===== src/rtl/square_wave_synth.sv =====
// Square-wave sample generator: half-period in 48 kHz ticks -> signed samples over valid/ready.
// Define SQW_AMP_RAMP_EN to enable the per-period attack/release amplitude ramp.
module square_wave_synth #(
    parameter int                  SAMPLE_W  = 24,
    parameter int                  HP_W      = 8,
    parameter logic [SAMPLE_W-1:0] AMPLITUDE = 24'h100000
) (
    input  logic                clk,
    input  logic                rst,
    input  logic                sample_tick,
    input  logic [HP_W-1:0]     half_period,
    output logic [SAMPLE_W-1:0] sample_data,
    output logic                sample_valid,
    input  logic                sample_ready,
    output logic                note_active,
    output logic                overrun
);

`ifdef SQW_AMP_RAMP_EN
    typedef enum logic [1:0] {ST_IDLE = 2'd0, ST_RUN = 2'd1, ST_RELEASE = 2'd2} state_t;
`else
    typedef enum logic [1:0] {ST_IDLE = 2'd0, ST_RUN = 2'd1} state_t;
`endif

    localparam logic [SAMPLE_W-1:0] STEP    = AMPLITUDE >> 4;
    localparam logic [SAMPLE_W-1:0] ZERO_S  = {SAMPLE_W{1'b0}};
    localparam logic [HP_W-1:0]     HP_ZERO = {HP_W{1'b0}};
    localparam logic [HP_W-1:0]     HP_ONE  = {{(HP_W-1){1'b0}}, 1'b1};
`ifdef SQW_AMP_RAMP_EN
    localparam logic [SAMPLE_W-1:0] START_AMP = STEP;
`else
    localparam logic [SAMPLE_W-1:0] START_AMP = AMPLITUDE;
`endif

    function automatic logic [SAMPLE_W-1:0] neg_sample(input logic [SAMPLE_W-1:0] mag);
        neg_sample = ZERO_S - mag;
    endfunction

    function automatic logic [SAMPLE_W-1:0] amp_up(input logic [SAMPLE_W-1:0] mag);
        if (mag >= (AMPLITUDE - STEP)) begin
            amp_up = AMPLITUDE;
        end else begin
            amp_up = mag + STEP;
        end
    endfunction

    state_t                state_r;
    state_t                state_next_s;
    logic [HP_W-1:0]       cnt_r;
    logic [HP_W-1:0]       cnt_next_s;
    logic                  phase_r;
    logic                  phase_next_s;
    logic [HP_W-1:0]       active_hp_r;
    logic [HP_W-1:0]       active_hp_next_s;
    logic [SAMPLE_W-1:0]   amp_cur_s;
    logic [SAMPLE_W-1:0]   emit_s;
    logic                  wrap_s;
    logic                  running_s;
    logic                  hp_zero_s;
    logic [SAMPLE_W-1:0]   sample_data_r;
    logic                  sample_valid_r;
    logic                  note_active_r;
    logic                  overrun_r;
`ifdef SQW_AMP_RAMP_EN
    logic [SAMPLE_W-1:0]   amp_r;
    logic [SAMPLE_W-1:0]   amp_next_s;

    assign amp_cur_s = amp_r;
    assign running_s = (state_r == ST_RUN) || (state_r == ST_RELEASE);
`else
    assign amp_cur_s = AMPLITUDE;
    assign running_s = (state_r == ST_RUN);
`endif

    assign wrap_s    = (cnt_r == (active_hp_r - HP_ONE));
    assign hp_zero_s = (half_period == HP_ZERO);

    // Waveform state register; only advances through the next-state logic on ticks.
    always_ff @(posedge clk) begin
        if (rst) begin
            state_r     <= ST_IDLE;
            cnt_r       <= HP_ZERO;
            phase_r     <= 1'b0;
            active_hp_r <= HP_ZERO;
`ifdef SQW_AMP_RAMP_EN
            amp_r       <= ZERO_S;
`endif
        end else begin
            state_r     <= state_next_s;
            cnt_r       <= cnt_next_s;
            phase_r     <= phase_next_s;
            active_hp_r <= active_hp_next_s;
`ifdef SQW_AMP_RAMP_EN
            amp_r       <= amp_next_s;
`endif
        end
    end

    // Next-state logic: counting, phase toggles and period-boundary decisions.
    always_comb begin
        state_next_s     = state_r;
        cnt_next_s       = cnt_r;
        phase_next_s     = phase_r;
        active_hp_next_s = active_hp_r;
`ifdef SQW_AMP_RAMP_EN
        amp_next_s       = amp_r;
`endif
        if (!sample_tick) begin
            state_next_s = state_r;
        end else if (state_r == ST_IDLE) begin
            if (!hp_zero_s) begin
                // The starting tick is itself the first high sample of the period.
                state_next_s     = ST_RUN;
                active_hp_next_s = half_period;
`ifdef SQW_AMP_RAMP_EN
                amp_next_s       = STEP;
`endif
                if (half_period == HP_ONE) begin
                    cnt_next_s   = HP_ZERO;
                    phase_next_s = 1'b1;
                end else begin
                    cnt_next_s   = HP_ONE;
                    phase_next_s = 1'b0;
                end
            end else begin
                state_next_s = ST_IDLE;
            end
        end else if (running_s) begin
            if (wrap_s) begin
                cnt_next_s   = HP_ZERO;
                phase_next_s = ~phase_r;
                if (phase_r) begin
                    if (!hp_zero_s) begin
                        active_hp_next_s = half_period;
                        state_next_s     = ST_RUN;
`ifdef SQW_AMP_RAMP_EN
                        amp_next_s       = amp_up(amp_r);
`endif
                    end else begin
`ifdef SQW_AMP_RAMP_EN
                        if (amp_r <= STEP) begin
                            amp_next_s   = ZERO_S;
                            state_next_s = ST_IDLE;
                        end else begin
                            amp_next_s   = amp_r - STEP;
                            state_next_s = ST_RELEASE;
                        end
`else
                        state_next_s = ST_IDLE;
`endif
                    end
                end else begin
                    state_next_s = state_r;
                end
            end else begin
                cnt_next_s = cnt_r + HP_ONE;
            end
        end else begin
            state_next_s = ST_IDLE;
        end
    end

    // Sample value produced by the current tick.
    always_comb begin
        emit_s = ZERO_S;
        case (state_r)
            ST_IDLE: begin
                if (!hp_zero_s) begin
                    emit_s = START_AMP;
                end else begin
                    emit_s = ZERO_S;
                end
            end
            ST_RUN: begin
                if (phase_r) begin
                    emit_s = neg_sample(amp_cur_s);
                end else begin
                    emit_s = amp_cur_s;
                end
            end
`ifdef SQW_AMP_RAMP_EN
            ST_RELEASE: begin
                if (phase_r) begin
                    emit_s = neg_sample(amp_cur_s);
                end else begin
                    emit_s = amp_cur_s;
                end
            end
`endif
            default: emit_s = ZERO_S;
        endcase
    end

    // Output stage: sample hand-off, sticky overrun and note activity.
    always_ff @(posedge clk) begin
        if (rst) begin
            sample_data_r  <= ZERO_S;
            sample_valid_r <= 1'b0;
            note_active_r  <= 1'b0;
            overrun_r      <= 1'b0;
        end else begin
            note_active_r <= (state_next_s != ST_IDLE);
            if (sample_tick) begin
                sample_data_r  <= emit_s;
                sample_valid_r <= 1'b1;
                overrun_r      <= overrun_r | (sample_valid_r & ~sample_ready);
            end else if (sample_valid_r && sample_ready) begin
                sample_valid_r <= 1'b0;
            end
        end
    end

    assign sample_data  = sample_data_r;
    assign sample_valid = sample_valid_r;
    assign note_active  = note_active_r;
    assign overrun      = overrun_r;

endmodule


===== config.mk =====
export PLATFORM = sky130hd
export DESIGN_NAME = square_wave_synth
export DESIGN_NICKNAME = d
export VERILOG_FILES = /design/src/rtl/square_wave_synth.sv
export SDC_FILE = /design/constraint.sdc
export NUM_CORES = 1
export LEC_CHECK = 0
export CAP_MARGIN = 20
export CORE_MARGIN = 2
export CORE_UTILIZATION = 25
export DETAILED_ROUTE_END_ITERATION = 10
export GPL_TIMING_DRIVEN = 0
export HOLD_SLACK_MARGIN = 0.1
export PLACE_DENSITY = 0.45
export RECOVER_POWER = 25
export SYNTH_ARGS = -nofsm -noshare
export SYNTH_HDL_FRONTEND = slang
export SYNTH_SLANG_ARGS = --single-unit

===== constraint.sdc =====
create_clock -name clk -period 3.3 [get_ports clk]
set_clock_uncertainty 0.15 [all_clocks]
set_input_delay 0.33 -clock clk [delete_from_list [all_inputs] [get_ports clk]]
set_output_delay 0.33 -clock clk [all_outputs]
set_load 0.03 [all_outputs]

==> flow_metrics.py <==
metrics = {
    "clocking": {
        "insertion_delay_ps": 260,
        "cts_tree": "built",
        "cts_root_buf": "clkbuf_8",
        "clkTransAtPathRegs_ps": 80,
        "ctsHoldBuffers": 0,
        "cts_resized": 0,
        "clock_path_buffers": 2,
        "clock_sink_count": 24,
        "numCtsBuffers": 3,
        "cts_setup_buffers": 0,
        "htreeDepth": 1,
    },
    "finish": {
        "area.sequential_um2": 480.5,
        "nFillCells": 625,
        "antenna_cells": 0,
        "multi_input_area_um2": 864.6,
        "layout.nets": 230,
        "drive_gt1_share_pct": 15.89,
        "area_delta_synth_final_pct": 25.93,
    },
    "synthesis": {
        "ys_async_sr_fraction_pct": 0,
        "yosys.area.top_type_share_pct": 32.54,
        "avgSynthCellArea_um2": 8.485,
        "synthDistinctLibCells": 34,
        "ys.flop_type": "dfxtp_1",
        "yosysSeqAreaShare_pct": 32.54,
        "synth_edf_count": 0,
        "synth_commonest_cells": "dfxtp_1 (24), buf_4 (23), nand2b_1 (16), nor2_1 (16), a21oi_1 (12)",
        "synth-seq-cells": 24,
        "synth_top_area_cell": "dfxtp_1",
        "synthMostInstantiatedCell": "dfxtp_1",
        "netlist_top_cells_area": "dfxtp_1 (33%), buf_4 (12%), nand2b_1 (6.8%), mux2i_1 (5.4%), xnor2_1 (5.3%)",
        "netlist_area_um2": 1476,
        "synth_cells": 174,
        "ys_warn_count": 0,
    },
    "global_routing": {
        "grtUsageTotal_pct": 10.42,
        "grt_overflow": 0,
        "grt_pass1_wl_um": 5382,
        "grt_max_degree": 13,
        "grt_antenna_before_repair": 0,
        "grt_pass1_vias": 1140,
    },
    "route": {
        "viasPerCell": 4.133,
        "wl_per_cell_um": 10.86,
        "drcViolationCount": 0,
        "first_pass_iters": 4,
        "antenna_left": 0,
        "drt_iter0_drc": 30,
        "drt-total-wl_um": 3105,
        "vias": 1182,
    },
    "sta": {
        "fin_tns_setup_ps": 0,
        "rsz0062_at_grt": "false",
        "fmaxAchievable_mhz": 386.0,
        "slew_violations": 0,
        "relSlewSlack_pct": 56.32,
        "post-route-period-util_pct": 78.50,
        "setup_ws_ps": 709.6,
        "finalCriticalPeriod_ps": 2590,
        "setup_viol": 0,
        "tightest_slew_ps": 649.2,
        "finalHoldViolations": 0,
    },
    "floorplanning": {
        "rows": 27,
        "initial_core_util_pct": 26.33,
        "die-area_um2": 6537,
        "fp.dieW_um": 80.85,
        "core_area_um2": 5608,
        "ios": 39,
        "die_h_um": 80.85,
    },
    "critical_path": {
        "critPathRequiredTime_ps": 3290,
        "end_kind": "register",
        "ff2ff_setup_slack_ps": 710,
        "critPathMaxFanout": 6,
        "reg2regPathDepth": 8,
        "critPathKind": "reg -> reg",
        "cp-start-kind": "register",
        "arrival_ps": 2580,
        "r2r-start": "active_hp_r[0]$_SDFFE_PP0P_",
        "rr_endpoint": "cnt_r[3]$_SDFFE_PP0P_",
    },
    "run_status": {
        "status": "finished clean",
    },
    "hold_path": {
        "worstHoldPathCells": 2,
        "holdCritStartpoint": "sample_data[20]$_SDFFE_PP0P_",
        "hold_end": "sample_data[20]$_SDFFE_PP0P_",
        "hp-class": "reg -> reg",
    },
    "place": {
        "hpwl_um": 2471,
        "port_buffers": 18,
        "gp_congestion": 0.7381,
        "dpl_worst_slack_ps": 662.5,
    },
    "pwr": {
        "p_per_area_nw_per_um2": 356.9,
        "irDropWorstVdd_uv": 162.2,
        "p_leak_nw": 0.7609,
        "power_uw": 663.5,
    },
    "run": {
        "max-cap-violations": 0,
    },
}
## state kept, by name (all words and copies together), names as in the netlist
signal	count
phase_r	1
state_r	2
sample_data	2
cnt_r	8
active_hp_r	8
overrun	1
note_active	1
sample_valid	1
## power breakdown
part	total [mW]	switching (mW)	internal, mW
Combinational	0.177	0.101	0.0755
Sequential	0.317	0.0148	0.302
Clock	0.170	0.0885	0.0816
Total	0.664	0.204	0.459
## metal layers
layer	global-route usage [%]	wire length [um]	up-vias
met1	13.84	1492	529
met5	0	0	-
li1	-	-	631
met2	17.36	1482	20
met4	2.034	15	0
met3	2.333	114	2
## cell families after synthesis
family,Yosys count,synth area share [%]
adders and majority gates,2,1.695
and+or+nand+nor,64,24.58
AOI/OAI and AO/OA,28,12.29
other,1,0.2540
buffers and inverters,31,13.73
muxes,8,5.424
xor gates and xnor gates,16,9.492
DFF,24,32.54
## cell type report
| class | instances | share of cell area (%) |
|---|---|---|
| sequential | 24 | 25.84 |
| inverter | 6 | 1.211 |
| timing repair buffer | 18 | 9.690 |
| tap | 72 | 4.845 |
| buffer | 25 | 9.690 |
| clock buffer | 3 | 2.221 |
| multi-input combinational | 138 | 46.50 |
## cell usage in the layout, fill, tap and decap left out
| cell | instances |
|---|---|
| nand2_1 | 8 |
| conb_1 | 20 |
| nor3b_1 | 1 |
| clkdlybuf4s50_1 | 12 |
| nand4_2 | 1 |
| dlygate4sd3_1 | 6 |
| buf_4 | 23 |
| nand2b_1 | 16 |
| or2_2 | 1 |
| and3_4 | 1 |
| clkbuf_8 | 3 |
| nor4_1 | 4 |
| inv_1 | 6 |
| mux2i_1 | 8 |
| a21oi_1 | 12 |
| o21ai_4 | 1 |
| a21o_1 | 1 |
| nand3_1 | 6 |
| dfxtp_1 | 24 |
| xnor2_1 | 9 |
| nand4_1 | 4 |
| a31oi_1 | 2 |
| a31o_2 | 2 |
| nor3_1 | 2 |
| nor2b_1 | 1 |
| clkbuf_1 | 2 |
| a211oi_1 | 1 |
| o21ai_0 | 4 |
| nor2_1 | 16 |
| o21bai_1 | 2 |
| nor3_2 | 1 |
| o21a_1 | 1 |
| or2b_1 | 1 |
| a41oi_1 | 2 |
| nor4_4 | 1 |
| ha_1 | 2 |
| xor2_1 | 7 |
## worst max-delay path by stage
stage                                            from                     to  cells past startpoint
after floorplan           active_hp_r[0]$_SDFFE_PP0P_  cnt_r[2]$_SDFFE_PP0P_                      8
after global placement    active_hp_r[0]$_SDFFE_PP0P_  cnt_r[7]$_SDFFE_PP0P_                      8
after detailed placement  active_hp_r[0]$_SDFFE_PP0P_  cnt_r[2]$_SDFFE_PP0P_                      8
after CTS                 active_hp_r[0]$_SDFFE_PP0P_  cnt_r[2]$_SDFFE_PP0P_                      8
after global routing      active_hp_r[0]$_SDFFE_PP0P_  cnt_r[4]$_SDFFE_PP0P_                      8
final                     active_hp_r[0]$_SDFFE_PP0P_  cnt_r[3]$_SDFFE_PP0P_                      8
## worst max-delay path: stages, from the launching register on
cell,delay [ps]
dfxtp_1,450
inv_1,70
ha_1,260
xnor2_1,140
a21o_1,170
o21ai_0,410
a41oi_1,270
o21bai_1,440
nor2_1,100
## stage by stage
stage	hold WS, ps	util (%)	cell area (um^2)	std cells
after detailed placement	309.7	32.42	1818	283
after CTS	325.0	33.15	1859	286
after global routing	360.6	33.15	1859	286
after floorplan	256.1	-	1548	193
final	317.0	33.15	1859	286
after global placement	315.0	32.42	1818	283
(Power assumes the default switching activity.)
